### src/rtl/tmds_decoder.sv
`timescale 1ns/1ps
// TMDS single-channel decoder: hunts for the 10-bit word boundary using runs of control
// tokens, then decodes pixel data, DE and control bits with a fixed two-cycle latency.
module tmds_decoder #(
    parameter int unsigned C_lock_tokens   = 8,
    parameter int unsigned C_search_cycles = 2048,
    parameter int unsigned C_timeout       = 4096
) (
    input  logic       clk_pixel,
    input  logic       reset,
    input  logic [9:0] i_sym,
    output logic [7:0] o_data,
    output logic [1:0] o_c,
    output logic       o_de,
    output logic       o_locked,
    output logic [3:0] o_offset
);

    localparam int unsigned RunW   = $clog2(C_lock_tokens + 1);
    localparam int unsigned DwellW = $clog2(C_search_cycles);
    localparam int unsigned GapW   = $clog2(C_timeout + 1);

    typedef enum logic {StSearch, StLocked} state_e;

    state_e            state_q, state_d;
    logic [3:0]        offset_q, offset_d;
    logic [9:0]        prev_q, q_q, aligned;
    logic [19:0]       win;
    logic [RunW-1:0]   run_q, run_d;
    logic [DwellW-1:0] dwell_q, dwell_d;
    logic [GapW-1:0]   gap_q, gap_d;
    logic              flush_q, flush_d;
    logic              ctl, eff_locked, de_d;
    logic [1:0]        ctl_c, c_d;
    logic [7:0]        d, dec, data_d;

    assign win      = {i_sym, prev_q};
    assign aligned  = win[offset_q +: 10];
    assign o_offset = offset_q;

    always_comb begin
        ctl   = 1'b1;
        ctl_c = 2'b00;
        case (q_q)
            10'h354: ctl_c = 2'b00;
            10'h0AB: ctl_c = 2'b01;
            10'h154: ctl_c = 2'b10;
            10'h2AB: ctl_c = 2'b11;
            default: ctl   = 1'b0;
        endcase
    end

    // Undo the optional inversion, then the XOR/XNOR transition chain.
    always_comb begin
        dec    = '0;
        d      = q_q[9] ? ~q_q[7:0] : q_q[7:0];
        dec[0] = d[0];
        for (int i = 1; i < 8; i++) begin
            dec[i] = q_q[8] ? (d[i] ^ d[i-1]) : ~(d[i] ^ d[i-1]);
        end
    end

    always_comb begin
        state_d    = state_q;
        offset_d   = offset_q;
        run_d      = run_q;
        dwell_d    = dwell_q;
        gap_d      = gap_q;
        flush_d    = 1'b0;
        eff_locked = 1'b0;
        case (state_q)
            StSearch: begin
                dwell_d = dwell_q + 1'b1;
                // flush_q: q still carries a word aligned to the previous offset
                run_d   = (ctl && !flush_q) ? run_q + 1'b1 : '0;
                if (ctl && !flush_q && run_q == RunW'(C_lock_tokens - 1)) begin
                    state_d    = StLocked;
                    eff_locked = 1'b1;
                    run_d      = '0;
                    dwell_d    = '0;
                    gap_d      = '0;
                end else if (dwell_q == DwellW'(C_search_cycles - 1)) begin
                    offset_d = (offset_q == 4'd9) ? 4'd0 : offset_q + 4'd1;
                    run_d    = '0;
                    dwell_d  = '0;
                    flush_d  = 1'b1;
                end
            end
            StLocked: begin
                eff_locked = 1'b1;
                gap_d      = ctl ? '0 : gap_q + 1'b1;
                if (!ctl && gap_q == GapW'(C_timeout - 1)) begin
                    state_d    = StSearch;
                    eff_locked = 1'b0;
                    gap_d      = '0;
                    run_d      = '0;
                    dwell_d    = '0;
                end
            end
        endcase
        de_d   = eff_locked && !ctl;
        data_d = de_d ? dec : '0;
        c_d    = !eff_locked ? 2'b00 : (ctl ? ctl_c : o_c);
    end

    always_ff @(posedge clk_pixel or posedge reset) begin
        if (reset) begin
            state_q  <= StSearch;
            offset_q <= '0;
            prev_q   <= '0;
            q_q      <= '0;
            run_q    <= '0;
            dwell_q  <= '0;
            gap_q    <= '0;
            flush_q  <= 1'b0;
            o_data   <= '0;
            o_c      <= '0;
            o_de     <= 1'b0;
            o_locked <= 1'b0;
        end else begin
            state_q  <= state_d;
            offset_q <= offset_d;
            prev_q   <= i_sym;
            q_q      <= aligned;
            run_q    <= run_d;
            dwell_q  <= dwell_d;
            gap_q    <= gap_d;
            flush_q  <= flush_d;
            o_data   <= data_d;
            o_c      <= c_d;
            o_de     <= de_d;
            o_locked <= eff_locked;
        end
    end

endmodule

### config.mk
export PLATFORM = sky130hd
export DESIGN_NAME = tmds_decoder
export DESIGN_NICKNAME = d
export VERILOG_FILES = /design/src/rtl/tmds_decoder.sv
export SDC_FILE = /design/constraint.sdc
export NUM_CORES = 1
export LEC_CHECK = 0
export CELL_PAD_IN_SITES_DETAIL_PLACEMENT = 1
export CELL_PAD_IN_SITES_GLOBAL_PLACEMENT = 2
export CORE_MARGIN = 1.5
export CORE_UTILIZATION = 39
export DETAILED_ROUTE_END_ITERATION = 6
export PLACE_DENSITY = 0.81
export SYNTH_ARGS = -nofsm -noshare
export SYNTH_HDL_FRONTEND = slang
export SYNTH_SLANG_ARGS = --single-unit
### constraint.sdc
create_clock -name clk_pixel -period 2.5 [get_ports clk_pixel]
set_input_delay 0.375 -clock clk_pixel [delete_from_list [all_inputs] [get_ports clk_pixel]]
set_output_delay 0.375 -clock clk_pixel [all_outputs]
set_load 0.03 [all_outputs]
== Word-level counts from Yosys, hierarchy flattened ==
Index checks and enable logic that the tools add are counted.
Cells by class
  reduce and logical (&&, ||, !) cells: 8
  $add $sub $neg: 4
  bitwise gates (word level): 17
  shift operators: 1
  mux-type cells: 33
  equality and inequality tests: 11
Operator list (number)
  $mux W13: 3
  $mux W11: 3
  $pmux W13 S2: 1
  $pmux W11 S2: 1
  $eq A10 B10 Y1 const B: 2
  $mux W4: 5
  $shiftx A20 B5 Y10: 1
  $mux W8: 2
  $add A13 B1 Y13 const B: 1
  $eq A13 B12 Y1 const B: 1
  $mux W1: 13
  $add A11 B1 Y11 const B: 1
  $eq A11 B11 Y1 const B: 1
  $eq A10 B8 Y1 const B: 1
  $eq A10 B9 Y1 const B: 1
  $not A1 Y1: 9
  $add A4 B1 Y4 const B: 2
  $not A8 Y8: 1
  $pmux W4 S2: 1
  $xor A1 B1 Y1: 7
  $pmux W2 S3: 1
  $eq A4 B3 Y1 const B: 1
  $eq A4 B4 Y1 const B: 1
  $logic_and A1 B1 Y1: 4
  other kinds (7): 10
Word-level totals
  register bits after elaboration: 65
  word-level logic and storage cells: 85
  output and inout port bits: 16

== Longest topological paths before layout ==
  depth in word-level cells: 9
  depth in mapped cells: 8

== Worst setup path before layout ==
OpenSTA, ideal clock, no wires.
  kind: reg2reg
  from: register offset_q[1] (netlist: o_offset[1])
  to: register q_q[2]
  required time: 2.362 ns
  period minus slack after synthesis: 2.086 ns
  path slack: 0.414 ns
  data arrival time: 1.948 ns
  cell stages (with the launch flop): 6
  buffers on the path: 3
  cell sequence: dfrtp_1 buf_2 buf_2 buf_2 mux4_2 mux4_2
Between the ends
  word-level cells in the longest chain between the ends: 1
Ends and longest elaborated chain
  start, declared: RTL line 26  | logic [3:0] offset_q, offset_d;
  start signal, assigned: RTL line 122  | offset_q <= offset_d;
  $shiftx A20 B5 Y10: RTL line 38  | assign aligned = win[offset_q +: 10];
  via aligned[2]: RTL line 27  | logic [9:0] prev_q, q_q, aligned;
  end signal, assigned: RTL line 124  | q_q <= aligned;
  end, declared: RTL line 27
The timed path passes the listed nets, and every way through them passes these cells.
A chain may end at the register's enable or synchronous reset.

== Worst setup path in the final report ==
  from: register gap_q[0]
  to: register gap_q[5]
Between the ends
  word-level cells in the longest chain between the ends: 4
  elaborated cells on any way between the ends: 6
  classes of those cells: add/sub (1); eq/ne (1); mux (3); reduce/logical (1)
Ends and longest elaborated chain
  start, declared: RTL line 31  | logic [GapW-1:0] gap_q, gap_d;
  start signal, assigned: RTL line 127  | gap_q <= gap_d;
  $add A13 B1 Y13 / $eq A13 B12 Y1 (equally long branches): RTL line 91, 92
  $mux W13 / $logic_and A1 B1 Y1 (equally long branches): RTL line 91, 92
  $mux W13 (*): RTL line 92  | if (!ctl && gap_q == GapW'(C_timeout - 1)) begin
  $pmux W13 S2 (*): RTL line 71  | case (state_q)
Mark *: on every way between the ends. The rest lies on a longest branch, timed or not.

==> results.md <==
- Final setup fails: 0
- Drt total wl: between 8 and 9 mm
- Post-DP HPWL: between 6 and 7 mm
- Die ar.: about 9900 um2
- Hold WC Path Type: in -> async
- Diodes inserted: 0
- Antenna violations before repair: 0
- I/O pin count: 28
- Skew-Pair Late Insertion Delay: approximately 340 ps
- Worst Setup SP: gap_q[0]$_DFFE_PP0P_
- Fmax: around 440 MHz
- Seq cells post-synth: 65
- Clock skew: 7.88 ps
- Crit Path Max Fanout: 14
- Simple-gate share of the synthesized area: ~17%
- R2r worst-path depth: 7
- Share of cells above drive strength 1: 15.1%
- Status: completed
- RSZ-0062 raised after global routing: false
- Cell variety after synth: 56
- CP arrival: 2490 ps
- Post-synth ARST share: 100%
- Routed vias: approximately 2800
- Setup Total Neg Slack: 0 ps
- First-pass GRT wire length: roughly 15 mm
- Reg-to-reg setup timing slack: around 240 ps
- Max-cap viol count: 0
- DRC: 0
- Setup Buffers After CTS: 0
- First-pass iteration count of the detailed router: 4
- Initial core utilization: between 30% and 40%
- Warnings, synthesis: 0
- Main combinational cell family by area after synthesis: simple AND/OR/NAND/NOR gates
- Worst setup SP type: flop
- Syn_nets: between 300 and 400
- Detailed-routed wire length on met2: 4.10 mm
- Endpoints failing hold: 0
- Hold buffers post-CTS: 0
- Vias in the first global route: 2925
- Std-Cell Rows: 35
- Die Wd: 99.6 um
- Critical R2R Launch: gap_q[0]$_DFFE_PP0P_
- Peak supply drop: ~0.27 mV
- Worst R2R End: gap_q[5]$_DFFE_PP0P_
- Post-DRT Antenna Nets: 0
- Crit. End Element: flop
- Number of flops mapped to enable cells by yosys: 0
- CP Data Required Time: between 2000 and 3000 ps
- Initial DRC Count: roughly 140
- Metal3 WL: roughly 260 um
- Grt ovf: 0
- Synth Area per Inst: 10.8 um2
- PortBufs: 27
- Period utilization: about 91%
- Syn Inst Count: 338
- Via/cell ratio: about 5.8
- Gpl congestion: approximately 0.80
- WHS: around 280 ps
- XOR/XNOR share of the synthesized area: under 10%
- Compound-Gate Fraction of Synth Area: 15.0%
- CTS Root Cell: clkbuf_8
- Core Footprint: ~9200 um2
- Metal-1 WL: between 4 and 5 mm
- Sink Count: 65
- Synthesized area: approximately 3600 um2
- CTS tree: built
- Crit path kind: reg -> reg
- Rel. slew slack: 66.4%
- Final core utilization: a little under half
- Reg clk slew, reported paths: 70 ps
- Largest net degree at the start of global routing: 56
- Total GRT Usage: between 10% and 20%
- Leakage power: approximately 1.8 nW
- Top Metal Used: met4
- Power per Cell Area: 495 nW/um2
- Routed length per instance: 17.9 um
- # nets final: approximately 400
- Clock Path Buffers: 2
- Post-layout min period: roughly 2300 ps
- Chip height: around 100 um
- Mux cell area share after synthesis: a little under an eighth
- H-tree Lvls: 3
- Worst Setup EP: gap_q[5]$_DFFE_PP0P_
- Adder-cell share of the synthesized area: around 3.8%
- Synthesis-to-layout area growth: 17.3%
- Slew Viols, Final: 0
- Slew at the pin with the worst max-slew slack: between 500 and 600 ps
- CTS buffer count: 9
- Top_reg_cell synth: dfrtp_1
- Seq/Total Area, Yosys: 44.7%
-- cells in the final DEF, fill, tap and decap left out, types with 4 or more instances in the layout --
cell type / synthesis / final
nand2b_1: 4 / 4
a21oi_1: 17 / 17
buf_4: 0 / 10
dfrtp_1: 65 / 64
mux2i_1: 10 / 10
a31oi_1: 13 / 13
o2bb2ai_1: 5 / 5
a211oi_1: 7 / 7
nand3_1: 13 / 13
and2_1: 6 / 6
nor2_1: 23 / 23
xnor2_1: 14 / 14
mux4_2: 13 / 13
clkbuf_8: 0 / 10
clkdlybuf4s50_1: 0 / 27
and4_1: 4 / 4
nand2_1: 15 / 15
xor2_1: 4 / 4
o21ai_0: 14 / 14
nor3_1: 4 / 4
and3_1: 10 / 10
inv_1: 16 / 15
ha_1: 11 / 11
nor2b_1: 4 / 4
-- through the flow --
| step | area (um2) | total power, mW | std cells | setup slack, ps |
|---|---|---|---|---|
| after global placement | 4070 | 1.24 | 472 | 306 |
| after floorplan | 3640 | 1.19 | 338 | 414 |
| after CTS | 4260 | 2.14 | 488 | 46.3 |
| after global routing | 4260 | 2.19 | 488 | 88.2 |
| after detailed placement | 4070 | 1.24 | 472 | 262 |
| final | 4260 | 2.11 | 488 | 236 |
-- critical path: stages (launching register included) --
cell	delay, ps
dfrtp_1	420
ha_1	250
nand3_1	180
or4_4	570
nand4_4	230
inv_4	100
and3_1	170
a211o_1	220
-- cell type report --
class	count	area, um2
Clock inverter	3	40.0
Fill cell	1007	4890
Timing Repair Buffer	38	365
Sequential cell	65	1630
Inverter	17	66.3
Tap cell	111	139
Multi-Input combinational cell	241	1880
Clock buffer	13	149
-- worst min-delay path by stage --
| stage | startpoint | to | slack, ps |
|---|---|---|---|
| final | reset | dwell_q[7]$_DFFE_PP0P_ | 280 |
| after CTS | reset | dwell_q[7]$_DFFE_PP0P_ | 280 |
| after global routing | reset | dwell_q[7]$_DFFE_PP0P_ | 310 |
| after global placement | dwell_q[9]$_DFFE_PP0P_ | dwell_q[9]$_DFFE_PP0P_ | 490 |
| after detailed placement | dwell_q[1]$_DFFE_PP0P_ | dwell_q[1]$_DFFE_PP0P_ | 510 |
| after floorplan | i_sym[0] | prev_q[0]$_DFF_PP0_ | 410 |
-- sequential cells by signal (all words and copies together) (netlist names), 2 cells and up --
name      flops
o_data        8
q_q          10
prev_q       10
o_c           2
o_offset      4
run_q         4
dwell_q      11
gap_q        13
-- Yosys cell counts (2+ instances only) --
cell       count  area (um2)
mux2i_1       10         100
ha_1          11         138
mux4_2        13         293
or3_1          3        18.8
dfrtp_1       65        1630
a21o_1         2        15.0
clkbuf_1       6        22.5
mux2_2         3        33.8
nand4_1        3        18.8
a31o_2         2        17.5
and2_1         6        37.5
nor2b_1        4        25.0
or3b_2         3        26.3
inv_1         16        60.1
a31oi_1       13        81.3
nor3_1         4        20.0
nand3_1       13        65.1
and3_1        10        62.6
nand2_1       15        56.3
xnor2_1       14         123
a311oi_1       2        17.5
a22o_1         3        26.3
o21ai_0       14        70.1
and4_1         4        35.0
nand4_2        2        25.0
buf_2          8        40.0
xor2_1         4        35.0
nor3b_1        3        22.5
o31ai_1        2        15.0
o22ai_1        3        18.8
o2bb2ai_1      5        43.8
a211oi_1       7        52.6
nand2b_1       4        25.0
nor2_1        23        86.3
a21oi_1       17        85.1
-- where the power goes --
part	internal, mW	switching, mW	total, mW
clock network	0.486	0.405	0.891
logic	0.0684	0.0688	0.137
registers	1.07	0.0157	1.08
total	1.62	0.489	2.11
-- timing repair --
item,4_1_cts,5_1_grt
endpoints found under the setup margin,0,1
gates resized for setup,0,1
endpoints found under the hold margin,0,0
-- kinds of logic (layout without fill, tap and decap cells) --
logic type,count (synthesis),after routing
xor gates and xnor gates,18,18
muxes,26,26
AOI/OAI and AO/OA,80,80
and+or+nand+nor,106,106
DFF,65,65
buffers and inverters,32,71
adders and majority gates,11,11
-- per-layer routing --
metal | global-route usage [%] | vias to the layer above
li1 | - | 1327
met1 | 27.4 | 1410
met2 | 30.2 | 63
met3 | 2.60 | 15
met4 | 7.69 | 0
met5 | 0 | -
No activity file was read; power rests on OpenSTA's default activity.
